File: src/rtl/seg7_pkg.sv
// Shared definitions for the seven-segment capture block: pattern table,
// decode helper, FIFO entry type and qualifier FSM states.
package seg7_pkg;

  localparam logic [6:0] SEG_BLANK = 7'h00;

  // Index of each entry is the hex digit it displays ({g,f,e,d,c,b,a}).
  localparam logic [6:0] SEG_PAT [16] = '{
    7'h3F, 7'h06, 7'h5B, 7'h4F, 7'h66, 7'h6D, 7'h7D, 7'h07,
    7'h7F, 7'h6F, 7'h77, 7'h7C, 7'h39, 7'h5E, 7'h79, 7'h71
  };

  typedef struct packed {
    logic [3:0] digit;
    logic       dp;
    logic       err;
  } seg_entry_t;

  typedef enum logic {
    ST_IDLE = 1'b0,
    ST_QUAL = 1'b1
  } cap_state_t;

  // Returns {err, digit}; unknown nonzero patterns map to digit 0 with err set.
  function automatic logic [4:0] seg_decode(input logic [6:0] seg);
    logic [4:0] res;
    res = (seg == SEG_BLANK) ? 5'h00 : 5'h10;
    for (int i = 0; i < 16; i++) begin
      if (seg == SEG_PAT[i]) res = {1'b0, 4'(i)};
    end
    return res;
  endfunction

endpackage

File: src/rtl/seg7_fifo.sv
// First-word fall-through FIFO of decoded segment entries. A push while full
// is only taken when the head is popped in the same cycle; dropping and flag
// generation are left to the parent.
module seg7_fifo
  import seg7_pkg::*;
#(
  parameter int DEPTH = 4
) (
  input  logic       clk,
  input  logic       rst,
  input  logic       push,
  input  logic       pop,
  input  seg_entry_t din,
  output logic       full,
  output logic       empty,
  output seg_entry_t head
);

  localparam int AW = $clog2(DEPTH);

  seg_entry_t    mem [DEPTH];
  logic [AW-1:0] wr_ptr;
  logic [AW-1:0] rd_ptr;
  logic [AW:0]   count;
  logic          do_push;
  logic          do_pop;

  assign full    = (count == (AW+1)'(DEPTH));
  assign empty   = (count == '0);
  assign do_pop  = pop && !empty;
  assign do_push = push && (!full || do_pop);
  assign head    = mem[rd_ptr];

  // Storage needs no reset: the head is only observed while count is nonzero.
  always_ff @(posedge clk) begin
    if (do_push) mem[wr_ptr] <= din;
  end

  // Pointer and occupancy bookkeeping; pointers wrap since DEPTH is a power of 2.
  always_ff @(posedge clk or negedge rst) begin
    if (!rst) begin
      wr_ptr <= '0;
      rd_ptr <= '0;
      count  <= '0;
    end else begin
      if (do_push) wr_ptr <= wr_ptr + 1'b1;
      if (do_pop)  rd_ptr <= rd_ptr + 1'b1;
      case ({do_push, do_pop})
        2'b10:   count <= count + 1'b1;
        2'b01:   count <= count - 1'b1;
        default: count <= count;
      endcase
    end
  end

endmodule

File: src/rtl/seg7_capture.sv
// Seven-segment bus monitor: registers the bus, qualifies a new pattern after
// STABLE_CYCLES identical samples, decodes it and queues it for the consumer.
//
// state   | meaning
// --------+------------------------------------------------------------
// IDLE    | sampled bus matches the last accepted pattern
// QUAL    | a different pattern is being counted toward acceptance
module seg7_capture
  import seg7_pkg::*;
#(
  parameter int STABLE_CYCLES = 4,
  parameter int DEPTH         = 4
) (
  input  logic       clk,
  input  logic       rst,
  input  logic [7:0] seg_in,
  input  logic       clr_ovf,
  output logic       out_valid,
  input  logic       out_ready,
  output logic [3:0] out_digit,
  output logic       out_dp,
  output logic       out_err,
  output logic       overflow,
  output logic [7:0] accept_cnt
);

  localparam logic [7:0] STABLE_W = 8'(STABLE_CYCLES);

  cap_state_t state, state_nxt;
  logic [7:0] s_reg;
  logic [7:0] s_prev;
  logic [7:0] last_acc;
  logic [7:0] run_cnt, run_nxt;
  logic       accept;
  logic       push_req;
  logic       pop;
  logic       drop;
  logic       fifo_full;
  logic       fifo_empty;
  logic [4:0] dec;
  seg_entry_t push_data;
  seg_entry_t head;

  // run_nxt is the length of the current run including this cycle, so a run
  // reaching STABLE_CYCLES is accepted without waiting another edge.
  always_comb begin
    state_nxt = state;
    run_nxt   = run_cnt;
    accept    = 1'b0;
    case (state)
      ST_IDLE: begin
        if (s_reg != last_acc) begin
          run_nxt = 8'd1;
          if (run_nxt >= STABLE_W) accept = 1'b1;
          else                     state_nxt = ST_QUAL;
        end
      end
      ST_QUAL: begin
        if (s_reg == last_acc) begin
          state_nxt = ST_IDLE;
        end else begin
          run_nxt = (s_reg == s_prev) ? run_cnt + 8'd1 : 8'd1;
          if (run_nxt >= STABLE_W) begin
            accept    = 1'b1;
            state_nxt = ST_IDLE;
          end
        end
      end
      default: state_nxt = ST_IDLE;
    endcase
  end

  assign dec       = seg_decode(s_reg[6:0]);
  assign push_data = '{digit: dec[3:0], dp: s_reg[7], err: dec[4]};
  assign push_req  = accept && (s_reg[6:0] != SEG_BLANK);
  assign pop       = out_valid && out_ready;
  assign drop      = push_req && fifo_full && !pop;

  seg7_fifo #(.DEPTH(DEPTH)) u_fifo (
    .clk   (clk),
    .rst   (rst),
    .push  (push_req),
    .pop   (pop),
    .din   (push_data),
    .full  (fifo_full),
    .empty (fifo_empty),
    .head  (head)
  );

  assign out_valid = !fifo_empty;
  assign out_digit = out_valid ? head.digit : 4'h0;
  assign out_dp    = out_valid ? head.dp    : 1'b0;
  assign out_err   = out_valid ? head.err   : 1'b0;

  // Sample stage, qualifier state, accepted-pattern memory and counters.
  always_ff @(posedge clk or negedge rst) begin
    if (!rst) begin
      s_reg      <= 8'h00;
      s_prev     <= 8'h00;
      last_acc   <= 8'h00;
      run_cnt    <= 8'h00;
      state      <= ST_IDLE;
      accept_cnt <= 8'h00;
      overflow   <= 1'b0;
    end else begin
      s_reg   <= seg_in;
      s_prev  <= s_reg;
      state   <= state_nxt;
      run_cnt <= run_nxt;
      if (accept)   last_acc   <= s_reg;
      if (push_req) accept_cnt <= accept_cnt + 8'd1;
      if (drop)         overflow <= 1'b1;
      else if (clr_ovf) overflow <= 1'b0;
    end
  end

endmodule

File: config.mk
export PLATFORM = sky130hd
export DESIGN_NAME = seg7_capture
export DESIGN_NICKNAME = d
export VERILOG_FILES = /design/src/rtl/seg7_pkg.sv /design/src/rtl/seg7_fifo.sv /design/src/rtl/seg7_capture.sv
export SDC_FILE = /design/constraint.sdc
export NUM_CORES = 1
export LEC_CHECK = 0
export CAP_MARGIN = 20
export CORE_ASPECT_RATIO = 1.2
export CORE_MARGIN = 1.5
export CORE_UTILIZATION = 53
export DETAILED_ROUTE_END_ITERATION = 16
export GPL_TIMING_DRIVEN = 0
export PLACE_DENSITY = 0.78
export SYNTH_ARGS = -nofsm -noshare
export SYNTH_HDL_FRONTEND = slang
export SYNTH_SLANG_ARGS = --single-unit
File: constraint.sdc
create_clock -name clk -period 4.1 [get_ports clk]
set_clock_uncertainty 0.05 [all_clocks]
set_input_delay 0.615 -clock clk [delete_from_list [all_inputs] [get_ports clk]]
set_output_delay 0.615 -clock clk [all_outputs]
set_load 0.02 [all_outputs]
==> parameters.txt <==
Parameter                              Value

Run status
  Status ... complete, no violations

Clock tree
  Number of clock buffers inserted by TritonCTS ... 9
  Clock Path Buffers ... 2
  CTS tree ... done
  Hold-fix buffers at CTS ... 0
  CTS HTree Levels ... 3
  Latest clock arrival within the worst-skew pair ... 0.35 ns
  Buffer count from post-CTS setup fixing ... 0
  Clock transition at the register clock pins on the worst setup and hold paths after CTS ... ~0.080 ns
  Number of sinks handled by clock tree synthesis ... between 70 and 80
  Post-CTS sizing ... 0
  Cell at the root of the clock tree ... sky130_fd_sc_hd__clkbuf_8

Die
  Die outline height ... 92.9 µm
  FP Rows ... 32
  Die Width ... 77.9 µm
  Starting density of the core ... 0.550
  Count of boundary I/O pins ... 28
  CORE AREA ... around 6500 µm²
  Die area ... 7240 µm²

Global routing
  All-Layer GR Usage ... 0.208
  Global-route wire length before repair ... about 12000 µm
  Number of antenna violations at the first check in global routing ... 0
  Number of global-route vias before repair ... about 2400
  Maximum number of pins on one net before global-route repair ... 26
  Total grt overflow ... 0

Critical path
  FF-to-FF setup slack ... approximately 0.85 ns
  Crit path arrival time ... roughly 3.5 ns
  Worst R2R Start ... s_reg[4]
  Worst-path maximum fanout ... 10
  Terminus of the critical flop-to-flop path ... u_fifo.count[1]
  Kind of capture point of the worst setup path ... register
  Setup CP Type ... register to register
  R2r worst-path depth ... 12
  Launching element of the worst setup path ... s_reg[4]
  Data required time at the worst endpoint ... ~4.3 ns
  Crit path launch type ... register

Layout
  Register containing the most flip-flops in the final layout ... u_fifo.mem
  Area growth syn-to-layout ... 16.8%
  Commonest cells after routing, fill and taps aside ... 49 x sky130_fd_sc_hd__dfrtp_1, 32 x sky130_fd_sc_hd__nand2_1, 25 x sky130_fd_sc_hd__clkdlybuf4s50_1
  Diodes inserted ... 0
  Post-Route Utilization ... 0.643
  Largest register FFs ... 24
  Most common cell after layout, fill and taps aside ... sky130_fd_sc_hd__dfrtp_1
  Fraction of final layout cells sized beyond drive strength 1 ... 0.131
  Total Nets Final ... 366

Timing
  Slew at the pin closest to its max-slew limit ... around 0.6 ns
  Setup-failing EPs final ... 0
  Worst-case headroom to the max-slew limit ... 0.599
  Number of hold-slack violations in the final timing report ... 0
  Setup TNS ... 0 ns
  Unrepaired setup endpoints after global routing ... false
  Shortest period the worst path allows ... about 3.3 ns
  Count of final max-slew check failures ... 0
  Final worst-path setup slack ... between 0.8 and 0.9 ns
  Period utilisation layout ... 0.793
  Tightest hold margin ... about 0.22 ns
  Maximum frequency from static timing analysis ... slightly above 300 MHz

Yosys
  Gate count of the mapped netlist ... a little over 300
  Share of flip-flops with an asynchronous set or reset ... 0.671
  Register area share after synthesis ... 0.545
  Post-synthesis instance area ... between 3000 and 4000 µm²
  Synth Register Bits ... 73
  Number of synthesized flops with an enable pin ... 24
  Top cell type's share of synthesized area ... 0.343
  Mean Syn Cell Area ... 11.6 µm²
  Net Count, Synth ... about 330
  Yosys warns ... 0
  Top cells by area, synth ... sky130_fd_sc_hd__dfrtp_1 34%, sky130_fd_sc_hd__edfxtp_1 20%, sky130_fd_sc_hd__xnor2_1 5.4%
  Most used flip-flop cell after synthesis ... sky130_fd_sc_hd__dfrtp_1
  Largest area contributor in the netlist ... sky130_fd_sc_hd__dfrtp_1
  Post-synth cell types ... 48

Pwr
  Pwr/cell area ... ~460 nW/µm²
  Pleak ... 1.64 nW
  Peak supply drop ... 0.238 mV
  Total power ... a little under 2 mW

Placed design
  GP Congestion ... around 0.9
  Dpl hpwl ... between 4000 and 5000 µm
  Setup Slack @ Placement ... 0.905 ns
  Port Buf Inserts ... 26

Routing
  Total via count in the routed design ... ~2500
  Pre-antenna DRT Iters ... 4
  Post-DR wirelength/cell ... around 15 µm
  Number of vias per cell after detailed routing ... approximately 5.6
  Residual DRC ... 0
  Routed Antenna Nets ... 0
  Starting DRT DRC Count ... roughly 130
  Final routed wirelength across all metal layers ... about 6700 µm

Hold path
  Worst hold-check path type ... input port to asynchronous set/reset pin

Run
  Max Cap Violations ... 0
[worst max-delay path, cell delays in order, from the launching register on]
cell and delay (ns):
sky130_fd_sc_hd__dfrtp_1 0.41, sky130_fd_sc_hd__buf_2 0.21, sky130_fd_sc_hd__xnor2_1 0.18, sky130_fd_sc_hd__nand4_1 0.20, sky130_fd_sc_hd__nor2_1 0.25, sky130_fd_sc_hd__clkbuf_1 0.39, sky130_fd_sc_hd__nor4_1 0.14, sky130_fd_sc_hd__nand3_1 0.22
sky130_fd_sc_hd__nand3_1 0.13, sky130_fd_sc_hd__fa_1 0.48, sky130_fd_sc_hd__a41oi_1 0.19, sky130_fd_sc_hd__o211ai_1 0.11, sky130_fd_sc_hd__a22oi_1 0.22
[routing by layer]
metal | global-route usage | wire (µm)
met1 | 0.259 | 2790
met2 | 0.349 | 3580
met3 | 0.0433 | 211
met4 | 0.0908 | 109
met5 | 0 | 0
[synthesized netlist by cell type (3+ instances only)]
| master | instances |
|---|---|
| sky130_fd_sc_hd__nor2_1 | 18 |
| sky130_fd_sc_hd__xnor2_1 | 22 |
| sky130_fd_sc_hd__o211ai_1 | 3 |
| sky130_fd_sc_hd__mux2_2 | 8 |
| sky130_fd_sc_hd__mux2i_1 | 3 |
| sky130_fd_sc_hd__clkbuf_1 | 9 |
| sky130_fd_sc_hd__nand3_1 | 17 |
| sky130_fd_sc_hd__nor4_1 | 3 |
| sky130_fd_sc_hd__buf_2 | 4 |
| sky130_fd_sc_hd__a31oi_1 | 3 |
| sky130_fd_sc_hd__dfrtp_1 | 49 |
| sky130_fd_sc_hd__ha_1 | 6 |
| sky130_fd_sc_hd__and2_1 | 11 |
| sky130_fd_sc_hd__a21oi_1 | 8 |
| sky130_fd_sc_hd__inv_1 | 8 |
| sky130_fd_sc_hd__mux4_2 | 6 |
| sky130_fd_sc_hd__nand4_1 | 9 |
| sky130_fd_sc_hd__xor2_1 | 6 |
| sky130_fd_sc_hd__o22ai_1 | 3 |
| sky130_fd_sc_hd__nor3_1 | 5 |
| sky130_fd_sc_hd__nand2_1 | 32 |
| sky130_fd_sc_hd__edfxtp_1 | 24 |
| sky130_fd_sc_hd__and3_1 | 4 |
| sky130_fd_sc_hd__o21ai_0 | 18 |
[worst max path at each step]
stage / slack, ns / to / cells after the start
6_report: 0.85 / u_fifo.count[1] / 12
5_1_grt: 0.62 / u_fifo.count[1] / 12
4_1_cts: 0.88 / u_fifo.count[1] / 12
3_5_place_dp: 0.90 / u_fifo.count[1] / 12
3_3_place_gp: 0.96 / accept_cnt[7] / 1
2_1_floorplan: 1.43 / u_fifo.count[1] / 12
[where the power goes]
group / switching, mW / internal [mW] / total [mW] / leakage (nW)
sequential: 0.0331 / 0.784 / 0.817 / 0.841
combinational: 0.243 / 0.242 / 0.485 / 0.691
clock: 0.275 / 0.345 / 0.621 / 0.111
total: 0.551 / 1.37 / 1.92 / 1.64
[cells by family (layout without fill, tap and decap cells)]
logic type                 after synthesis  after routing  share of synthesized area
adders and majority gates                7              7                     0.0266
xor gates and xnor gates                31             31                     0.0855
DFF                                     73             73                      0.545
buffers and inverters                   22             65                     0.0266
and+or+nand+nor                        111            111                      0.156
muxes                                   17             17                     0.0715
AOI/OAI and AO/OA                       48             48                     0.0880
[through the flow]
step,cell area (µm²),std cells
CTS,4170,437
finish,4170,437
global route,4170,437
floorplan,3570,309
detailed placement,3950,421
global placement,3940,420
[final cells by class]
class	count	area (µm²)
clock buffers	10	128
clock inverters	6	88.8
flip-flops and latches	73	1950
repair buffers	27	275
plain buffers	14	65.1
multi-input cells	214	1530
well taps	85	106
fillers	502	2320
inverters	8	30.0
Power figures use the tool's default switching activity.
